[config.mk]
export PLATFORM = sky130hd
export DESIGN_NAME = rx_frame_ctrl
export DESIGN_NICKNAME = d
export VERILOG_FILES = /design/src/rtl/rx_frame_ctrl.sv
export SDC_FILE = /design/constraint.sdc
export NUM_CORES = 1
export LEC_CHECK = 0
export CORE_AREA = 2 2 100 150
export DETAILED_ROUTE_END_ITERATION = 8
export DIE_AREA = 0 0 102 152
export HOLD_SLACK_MARGIN = 0.02
export PLACE_DENSITY = 0.79
export SLEW_MARGIN = 5
export SYNTH_ARGS = -nofsm -noshare
export SYNTH_HDL_FRONTEND = slang
export SYNTH_SLANG_ARGS = --single-unit
[constraint.sdc]
create_clock -name clk_i -period 3.4 [get_ports clk_i]
set_clock_uncertainty 0.2 [all_clocks]
set_input_delay 0.51 -clock clk_i [delete_from_list [all_inputs] [get_ports clk_i]]
set_output_delay 0.51 -clock clk_i [all_outputs]
set_load 0.02 [all_outputs]
[src/rtl/rx_frame_ctrl.sv]
// Receive framer: assembles SYNC|CMD|LEN|PAYLOAD|CHK from the UART receiver and holds it until acked; registered outputs, at most one byte per 2 cycles.
// No bytes are acknowledged while a frame is held; RX_TIMEOUT_EN adds an inter-byte timeout (err 00).
module rx_frame_ctrl #(
   parameter int         MAX_LEN     = 16,
   parameter logic [7:0] SYNC_BYTE   = 8'hA5,
   parameter int         TIMEOUT_CYC = 50000
) (
   input  logic                 clk_i,
   input  logic                 rst_i,
   input  logic [7:0]           rx_data_i,
   input  logic                 data_ready_i,
   input  logic                 overrun_error_i,
   input  logic                 framing_error_i,
   output logic                 data_read_o,
   output logic [7:0]           cmd_out_o,
   output logic [5:0]           len_out_o,
   output logic [8*MAX_LEN-1:0] payload_out_o,
   output logic                 frame_valid_o,
   input  logic                 frame_ack_i,
   output logic                 err_pulse_o,
   output logic [1:0]           err_code_o
);

   typedef enum logic [2:0] {
      ST_HUNT, ST_CMD, ST_LEN, ST_PAY, ST_CHK, ST_HOLD
   } state_e;

   typedef struct packed {
      logic [7:0] cmd;
      logic [5:0] len;
   } hdr_t;

   localparam logic [1:0] ERR_TMO  = 2'b00;
   localparam logic [1:0] ERR_LINE = 2'b01;
   localparam logic [1:0] ERR_LEN  = 2'b10;
   localparam logic [1:0] ERR_CHK  = 2'b11;
   localparam logic [7:0] MAX_LEN_B = 8'(MAX_LEN);

   state_e     state_q, state_d;
   hdr_t       hdr_q, hdr_d;
   logic       data_read_q, data_read_d;
   logic       frame_valid_q, frame_valid_d;
   logic       err_pulse_q, err_pulse_d;
   logic [1:0] err_code_q, err_code_d;
   logic [7:0] chk_q, chk_d;
   logic [5:0] idx_q, idx_d;
   logic [7:0] payload_q [MAX_LEN];
   logic [7:0] payload_d [MAX_LEN];

   logic       accept;
   logic       line_err;
   logic       tmo_hit;
   logic [5:0] idx_inc;

   // data_read_q blocks a second accept while the receiver clears data_ready
   assign accept   = (state_q != ST_HOLD) && data_ready_i && !data_read_q;
   assign line_err = overrun_error_i | framing_error_i;
   assign idx_inc  = idx_q + 6'd1;

`ifdef RX_TIMEOUT_EN
   localparam int TW = (TIMEOUT_CYC > 1) ? $clog2(TIMEOUT_CYC) : 1;
   localparam logic [TW-1:0] TMO_LAST = TW'(TIMEOUT_CYC - 1);

   logic [TW-1:0] tmo_q, tmo_d;
   logic          in_frame;

   assign in_frame = (state_q == ST_CMD) || (state_q == ST_LEN) ||
                     (state_q == ST_PAY) || (state_q == ST_CHK);
   assign tmo_hit  = in_frame && !accept && (tmo_q == TMO_LAST);

   always_comb begin
      tmo_d = '0;
      if (in_frame && !accept && !tmo_hit) begin
         tmo_d = tmo_q + 1'b1;
      end
   end

   always_ff @(posedge clk_i) begin
      if (rst_i) begin
         tmo_q <= '0;
      end else begin
         tmo_q <= tmo_d;
      end
   end
`else
   localparam int UNUSED_TIMEOUT_CYC = TIMEOUT_CYC;
   assign tmo_hit = 1'b0;
`endif

   always_ff @(posedge clk_i) begin
      if (rst_i) begin
         state_q <= ST_HUNT;
      end else begin
         state_q <= state_d;
      end
   end

   always_comb begin
      state_d = state_q;
      case (state_q)
         ST_HUNT: begin
            if (accept && !line_err && rx_data_i == SYNC_BYTE) begin
               state_d = ST_CMD;
            end
         end
         ST_CMD: begin
            if (accept) begin
               state_d = line_err ? ST_HUNT : ST_LEN;
            end
         end
         ST_LEN: begin
            if (accept) begin
               if (line_err || rx_data_i > MAX_LEN_B) begin
                  state_d = ST_HUNT;
               end else if (rx_data_i == 8'd0) begin
                  state_d = ST_CHK;
               end else begin
                  state_d = ST_PAY;
               end
            end
         end
         ST_PAY: begin
            if (accept) begin
               if (line_err) begin
                  state_d = ST_HUNT;
               end else if (idx_inc == hdr_q.len) begin
                  state_d = ST_CHK;
               end
            end
         end
         ST_CHK: begin
            if (accept) begin
               state_d = (!line_err && rx_data_i == chk_q) ? ST_HOLD : ST_HUNT;
            end
         end
         ST_HOLD: begin
            if (frame_ack_i) begin
               state_d = ST_HUNT;
            end
         end
         default: state_d = ST_HUNT;
      endcase
      if (tmo_hit) begin
         state_d = ST_HUNT;
      end
   end

   always_comb begin
      data_read_d   = accept;
      frame_valid_d = (state_d == ST_HOLD);
      err_pulse_d   = 1'b0;
      err_code_d    = err_code_q;
      hdr_d         = hdr_q;
      chk_d         = chk_q;
      idx_d         = idx_q;
      payload_d     = payload_q;
      if (accept && line_err) begin
         err_pulse_d = 1'b1;
         err_code_d  = ERR_LINE;
      end else if (accept) begin
         case (state_q)
            ST_HUNT: begin
               // Clear payload on the way into CMD so short frames never expose stale bytes
               if (rx_data_i == SYNC_BYTE) begin
                  for (int i = 0; i < MAX_LEN; i++) begin
                     payload_d[i] = 8'd0;
                  end
               end
            end
            ST_CMD: begin
               hdr_d.cmd = rx_data_i;
               chk_d     = rx_data_i;
            end
            ST_LEN: begin
               chk_d = chk_q ^ rx_data_i;
               if (rx_data_i > MAX_LEN_B) begin
                  err_pulse_d = 1'b1;
                  err_code_d  = ERR_LEN;
               end else begin
                  hdr_d.len = rx_data_i[5:0];
                  idx_d     = 6'd0;
               end
            end
            ST_PAY: begin
               for (int i = 0; i < MAX_LEN; i++) begin
                  if (idx_q == 6'(i)) begin
                     payload_d[i] = rx_data_i;
                  end
               end
               chk_d = chk_q ^ rx_data_i;
               idx_d = idx_inc;
            end
            ST_CHK: begin
               if (rx_data_i != chk_q) begin
                  err_pulse_d = 1'b1;
                  err_code_d  = ERR_CHK;
               end
            end
            default: ;
         endcase
      end else if (tmo_hit) begin
         err_pulse_d = 1'b1;
         err_code_d  = ERR_TMO;
      end
   end

   always_ff @(posedge clk_i) begin
      if (rst_i) begin
         data_read_q   <= 1'b0;
         frame_valid_q <= 1'b0;
         err_pulse_q   <= 1'b0;
         err_code_q    <= ERR_TMO;
         hdr_q         <= '0;
         chk_q         <= 8'd0;
         idx_q         <= 6'd0;
         payload_q     <= '{default: 8'd0};
      end else begin
         data_read_q   <= data_read_d;
         frame_valid_q <= frame_valid_d;
         err_pulse_q   <= err_pulse_d;
         err_code_q    <= err_code_d;
         hdr_q         <= hdr_d;
         chk_q         <= chk_d;
         idx_q         <= idx_d;
         payload_q     <= payload_d;
      end
   end

   assign data_read_o   = data_read_q;
   assign frame_valid_o = frame_valid_q;
   assign err_pulse_o   = err_pulse_q;
   assign err_code_o    = err_code_q;
   assign cmd_out_o     = hdr_q.cmd;
   assign len_out_o     = hdr_q.len;

   for (genvar g = 0; g < MAX_LEN; g++) begin : g_pay
      assign payload_out_o[8*g +: 8] = payload_q[g];
   end

endmodule
==> run_results.csv, run 1 <==
group,metric,value,unit
timing,hold_viol_final,0,
clocking,post_cts_resized,0,
die,die_w,102,um
synth,synth_nets,734,
layout,drive_above_1_share,0.08750,
timing,worst_pin_slew,0.8575,ns
clocking,clkLatencyLatePin,0.41,ns
clocking,htreeDepth,4,
timing,max_freq,0.3478,GHz
setup_path,r2r-end,"payload_out_o[0]",
placement,placed_area,8790,um^2
setup_path,reg2reg_depth,7,
detailed_routing,vias,5657,
run_status,status,"finished, final reports clean",
global_route,grt.total_usage,0.2448,
die,core-area,14320,um^2
global_route,grt_max_degree,126,
timing,slew_violations,0,
timing,setup_violations,0,
timing,relSlewSlack,0.4283,
synth,syn_area,6969,um^2
placement,port_buffers,160,
clocking,cts_tree,"yes",
timing,fin_crit_sh,0.8457,
timing,fin_tns_setup,0,ns
detailed_routing,drtPass1Iterations,7,
global_route,antenna_found_initial,0,
timing,layout_min_cycle_time,2.875,ns
global_route,grt_pass1_vias,5602,
timing,rsz0062_at_grt,"no",
synth,synth_edf_count,0,
layout,finalNetCount,885,
pwr,peakVddDrop,340.5,uV
synth,synth-seq-cells,164,
synth,synth_top_area_share,0.4711,
detailed_routing,wire_per_inst,17.54,um
setup_path,endpoint,"payload_out_o[0]",
setup_path,critPathKind,"reg -> reg",
setup_path,critPathMaxFanout,15,
synth,ys.flop_type,"dfxtp_1",
placement,dpl.cell_count,1044,
layout,areaGrowthSynthToFinish,34.04,%
synth,synth_top_area_cell,"dfxtp_1",
timing,holdWs,0.2902,ns
die,die_h,152,um
synth,avgSynthCellArea,9.733,um^2
clocking,clockRootBuffer,"clkbuf_16",
clocking,ctsHoldBuffers,0,
synth,synthTopCellsByArea,"dfxtp_1, mux2i_1, nor2_1",
clocking,clk_path_buf_depth,2,
clocking,cts_buffers,17,
setup_path,r2r_slack,0.52,ns
synth,ys_types,51,
die,die_area,15500,um^2
synth,synthArstFlopShare,0,
setup_path,cp-start-kind,"register",
detailed_routing,drt-initial-drc-count,334,
placement,place_hpwl,12620,um
setup_path,crit_start,"state_q[2]",
die,start_util,0.4865,
layout,final_area,9341,um^2
detailed_routing,detail_route.wirelength,18870,um
pwr,leakagePower,3.091,nW
setup_path,end_kind,"register",
min_path,min_path_type,"reg -> reg",
clocking,cts.clk_slew.worst_paths,0.06,ns
layout,final_cells,1076,
layout,num-fill-cells,1162,
pwr,p_per_area,410.3,nW/um^2
placement,gp_congestion,0.8827,
die,pin_count,161,
die,fp-row-count,54,
synth,ys_seq_area_frac,0.4711,
synth,yosys_warnings,0,
setup_path,r2r-start,"state_q[2]",
setup_path,cp.required,3.48,ns
synth,syn_inst,716,
global_route,grt.overflow.total,0,
clocking,clkSinkCount,164,
detailed_routing,ant_nets,0,
layout,antennaDiodeCount,0,
global_route,grt_pass1_wl,29520,um
job,cap_violations,0,
detailed_routing,avgViaCountPerCell,5.257,
clocking,cts_setup_buffers,0,
setup_path,critPathArrivalTime,2.95,ns
detailed_routing,drc,0,
state kept, by name, indices dropped and copies added, names as in the netlist:
name and flops:
payload_out_o 128, chk_q 8, cmd_out_o 8, idx_q 6, len_out_o 6, state_q 3, err_code_o 2, data_read_o 1
err_pulse_o 1, frame_valid_o 1
power breakdown:
group / switching [W] / leakage, nW / internal, W
registers: 0.00000101 / 1.32 / 0.00192
logic: 0.0000666 / 1.50 / 0.0000378
clock network: 0.000772 / 0.272 / 0.00103
total: 0.000840 / 3.09 / 0.00299
layout make-up:
class	instances	area [um^2]	share of cell area
Inverter	5	18.77	0.002009
Clock buffer	21	450.4	0.04822
Timing Repair Buffer	184	1792	0.1918
Clock inverter	11	101.3	0.01085
Sequential cell	164	3283	0.3515
Tap cell	196	245.2	0.02625
Multi-Input combinational cell	495	3451	0.3694
worst min path at each step:
stage,startpoint,to,slack (ns),cells after the start
floorplan,idx_q[4],idx_q[4],0.30,2
global placement,cmd_out_o[7],cmd_out_o[7],0.27,2
detailed placement,payload_out_o[122],payload_out_o[122],0.28,2
CTS,rst_i,cmd_out_o[0],0.29,2
global route,payload_out_o[60],payload_out_o[60],0.32,2
finish,payload_out_o[17],payload_out_o[17],0.29,2
cells in the mapped netlist (all sizes together), types with 3 or more instances:
cell type / number
and2: 4
nand4: 3
nor3: 7
clkbuf: 46
nor3b: 3
nand3: 8
buf: 6
inv: 5
a21oi: 27
a22oi: 9
nand3b: 3
nor2: 184
xnor2: 14
ha: 4
mux2i: 141
nand2: 16
nor2b: 6
and3: 11
o21ai: 25
dfxtp: 164
or3: 4
cell families (layout without fill, tap and decap cells):
logic type / count (synthesis) / after routing / share of synthesized area
multiplexers: 141 / 141 / 0.2025
buffers and inverters: 57 / 221 / 0.03375
adder cells (fa/ha/maj): 4 / 4 / 0.007182
flip-flops: 164 / 164 / 0.4711
AND/OR/NAND/NOR: 257 / 257 / 0.1899
XOR/XNOR: 17 / 17 / 0.02334
AO/OA/AOI/OAI: 76 / 76 / 0.07217
stage by stage:
| step | util | setup slack (ns) | total power (W) |
|---|---|---|---|
| floorplan | - | 0.8387 | 0.002022 |
| global placement | 0.6136 | 0.2322 | 0.002070 |
| detailed placement | 0.6136 | 0.1776 | 0.002070 |
| CTS | 0.6522 | 0.5464 | 0.003862 |
| global route | 0.6522 | 0.3743 | 0.003942 |
| finish | 0.6522 | 0.5247 | 0.003833 |
metal layers:
| layer | part of all wire | vias to the layer above | GRT usage |
|---|---|---|---|
| met4 | 0.029 | 0 | 0.09524 |
| met5 | 0 | - | 0 |
| met3 | 0.064 | 38 | 0.06348 |
| li1 | - | 2725 | - |
| met2 | 0.51 | 210 | 0.4323 |
| met1 | 0.39 | 2684 | 0.2752 |
cell usage in the layout (no fill, tap or decap), types with 3 or more instances in the layout:
master,instances
a21oi_1,23
o21ai_0,24
clkdlybuf4s50_1,159
clkbuf_1,3
buf_4,24
a21oi_4,4
nor2_4,3
inv_6,3
nand4_1,3
inv_1,4
nor3_1,6
and2_1,4
nor2_1,171
nand3_1,8
clkinv_2,4
nor2b_1,6
nand2_1,16
a22oi_1,9
ha_1,4
nor2_8,10
nand3b_1,3
clkbuf_16,17
dfxtp_1,164
xnor2_1,14
or3_1,4
mux2i_1,141
nor3b_1,3
and3_1,11
critical path, stage by stage, from the launching register on:
cell,delay [ns]
dfxtp_1,0.69
nand2b_1,0.25
nor2_4,0.10
o21ai_4,0.70
buf_4,0.38
nor2_8,0.10
mux2i_1,0.23
nor2_1,0.07
No activity file was read; power rests on OpenSTA's default activity.
==> run 2: changes to the inputs <==
- CORE_AREA: 2 2 100 150 -> 2 2 105 158
- DIE_AREA: 0 0 102 152 -> 0 0 107 160
- PLACE_DENSITY: 0.79 -> 0.75
- clock period: 3.4 -> 2.58 ns (I/O delays scaled with it)
==> run 2 against run 1 <==
  * Sequential power rose by 32%
  * Clock-buffer cell count is the same
  * Setup slack worse by 0.42 ns
  * Register-to-register slack lost 0.28 ns
  * Largest power group is now the clock network
  * Highest routed layer unchanged
==> run_results.csv, run 2 (synthesized netlist as in run 1, its figures left out) <==
group,metric,value,unit
timing,max_freq,0.4044,GHz
setup_path,critPathArrivalTime,2.58,ns
timing,worst_pin_slew,0.5713,ns
min_path,min_path_type,"in -> reg",
timing,fin_tns_setup,0,ns
global_route,grt.overflow.total,0,
clocking,clk_path_buf_depth,2,
placement,gp_congestion,0.9363,
setup_path,slowest_delay,0.58,ns
global_route,grt_pass1_wl,31090,um
setup_path,crit_start,"rx_data_i[1]",
setup_path,cp_cell_sequence,"clkdlybuf4s50_1 > or4_4 > nor3_4 > o21ai_4 > buf_12 > nor2_4 > buf_12 > mux2i_1 > nor2_1",
die,die_w,107,um
layout,areaGrowthSynthToFinish,40.99,%
detailed_routing,vias,5761,
detailed_routing,avgViaCountPerCell,5.130,
setup_path,cp_slowest_cell,"or4_4",
run_status,status,"finished, final reports clean",
detailed_routing,drc,0,
detailed_routing,wire_per_inst,17.88,um
clocking,clkSinkCount,164,
setup_path,r2r-start,"state_q[1]",
detailed_routing,drt-initial-drc-count,349,
clocking,ctsHoldBuffers,0,
job,cap_violations,0,
timing,setup_violations,0,
min_path,hold_path.startpoint,"rst_i",
setup_path,r2r-end,"payload_out_o[89]",
min_path,whs_path_depth,2,
setup_path,critPathMaxFanout,9,
min_path,worstHoldEndpoint,"payload_out_o[105]",
pwr,p_comb_frac,0.030,
setup_path,critPathKind,"in -> reg",
pwr,sequentialPowerShare,0.476,
clocking,clockRootBuffer,"clkbuf_16",
layout,antennaDiodeCount,0,
global_route,antenna_found_initial,0,
timing,rsz0062_at_grt,"no",
setup_path,end_kind,"register",
clocking,clkLatencyLatePin,0.42,ns
die,core-area,15900,um^2
die,die_h,160,um
setup_path,cp_top_family,"simple AND/OR/NAND/NOR gates",
detailed_routing,ant_nets,0,
detailed_routing,drtPass1Iterations,5,
setup_path,r2r_slack,0.24,ns
detailed_routing,detail_route.wirelength,20080,um
global_route,use_met2,0.4117,
setup_path,cp-start-kind,"input port",
placement,place_hpwl,13780,um
setup_path,cp.required,2.69,ns
clocking,htreeDepth,4,
setup_path,reg2reg_depth,8,
setup_path,cp.buffers_inverters,3,
global_route,grt.met1_usage,0.2750,
global_route,grt_pass1_vias,5592,
die,fp-row-count,57,
pwr,p_clk_frac,0.494,
die,pin_count,161,
pwr,leakagePower,3.336,nW
layout,largest_reg_flops,128,
clocking,post_cts_resized,0,
timing,fin_ws,0.1074,ns
pwr,intPower,0.004128,W
global_route,grt_max_degree,50,
pwr,swShare,0.2245,
timing,hold_viol_final,0,
timing,slew_violations,0,
placement,pre_cts_slack,-0.2915,ns
layout,drive_above_1_share,0.1265,
global_route,grt.total_usage,0.2349,
die,die_area,17120,um^2
pwr,switching_power,0.001195,W
timing,fin_crit_sh,0.9584,
layout,final_cell_mix,"nor2_1, dfxtp_1, clkdlybuf4s50_1",
setup_path,path_common_cell,"buf_12",
pwr,peakVddDrop,436.5,uV
layout,final_common_cell,"nor2_1",
timing,relSlewSlack,0.6175,
timing,layout_min_cycle_time,2.473,ns
global_route,grtUsageMet3,0.05837,
die,start_util,0.4382,
clocking,cts_buffers,17,
clocking,cts_tree,"yes",
layout,finalNetCount,922,
clocking,cts.clk_slew.worst_paths,0.07,ns
global_route,top_usage_layer,"met2",
placement,port_buffers,160,
pwr,p_per_area,541.7,nW/um^2
clocking,cts_setup_buffers,0,
==> run 2: cell count changes in the layout (fill, tap and decap cells not counted) <==
cell and delta:
buf_12 +11, buf_4 +26, bufinv_16 +1, clkbuf_1 -2, clkbuf_8 +2, clkinv_2 -4
clkinv_4 -2, clkinvlp_4 +2, inv_6 +2, inv_8 +1
==> run 2: worst reg2reg max path, stage by stage, from the launching register on <==
cell,delay [ns]
dfxtp_1,0.37
or4_4,0.52
nor3_4,0.27
o21ai_4,0.12
buf_12,0.20
nor2_4,0.15
buf_12,0.14
mux2i_1,0.20
nor2_1,0.06
==> run 2: worst max path at each step <==
stage          slack [ns]           endpoint  cells after the start
6_report             0.11  payload_out_o[89]                      9
2_1_floorplan        0.14  payload_out_o[39]                      8
3_5_place_dp        -0.29  payload_out_o[89]                      9
3_3_place_gp        -0.24         state_q[0]                      7
4_1_cts              0.11  payload_out_o[89]                      9
5_1_grt              0.02  payload_out_o[89]                      9
==> run 2: final cells by class <==
cell class,instances,area (um^2)
Sequential cell,164,3283
Clock inverter,11,137.6
Multi-Input combinational cell,495,3451
Tap cell,206,257.7
Inverter,5,18.77
Timing Repair Buffer,221,2207
Clock buffer,21,470.5
Fill cell,1358,6078
==> run 2: routing by layer <==
| metal | routed length, um | part of all wire | vias to the layer above |
|---|---|---|---|
| li1 | - | - | 2801 |
| met1 | 8128 | 0.40 | 2747 |
| met2 | 10410 | 0.52 | 183 |
| met3 | 1073 | 0.053 | 30 |
| met4 | 462 | 0.023 | 0 |
| met5 | 0 | 0 | - |
==> run 2: metrics by stage <==
stage	cell area [um^2]	instances	total power [W]	hold slack, ns	utilization
after floorplan	6969	716	0.002664	0.2960	-
after detailed placement	9218	1091	0.002751	0.2826	0.5796
after global placement	9218	1091	0.002752	0.2715	0.5796
final	9826	1123	0.005323	0.1701	0.6178
after global routing	9826	1123	0.005485	0.1638	0.6178
after CTS	9826	1123	0.005366	0.1546	0.6178
==> run 2: power groups by stage <==
stage	logic, W	registers (W)	clock network (W)
global placement	0.000160	0.00259	0
floorplan	0.0000680	0.00260	0
finish	0.000161	0.00253	0.00263
CTS	0.000160	0.00253	0.00267
detailed placement	0.000158	0.00259	0
global route	0.000171	0.00253	0.00278
==> run 3: changes to the inputs <==
--- a/constraint.sdc
+++ b/constraint.sdc
@@ -3,3 +3,3 @@
 set_input_delay 0.387 -clock clk_i [delete_from_list [all_inputs] [get_ports clk_i]]
 set_output_delay 0.387 -clock clk_i [all_outputs]
-set_load 0.02 [all_outputs]
+set_load 0.01 [all_outputs]
==> results of run 3 <==
Same layout as run 2 (identical final DEF). Status: finished, final reports clean.
Main changes from that run: total power 0.005323 W -> 0.005321 W
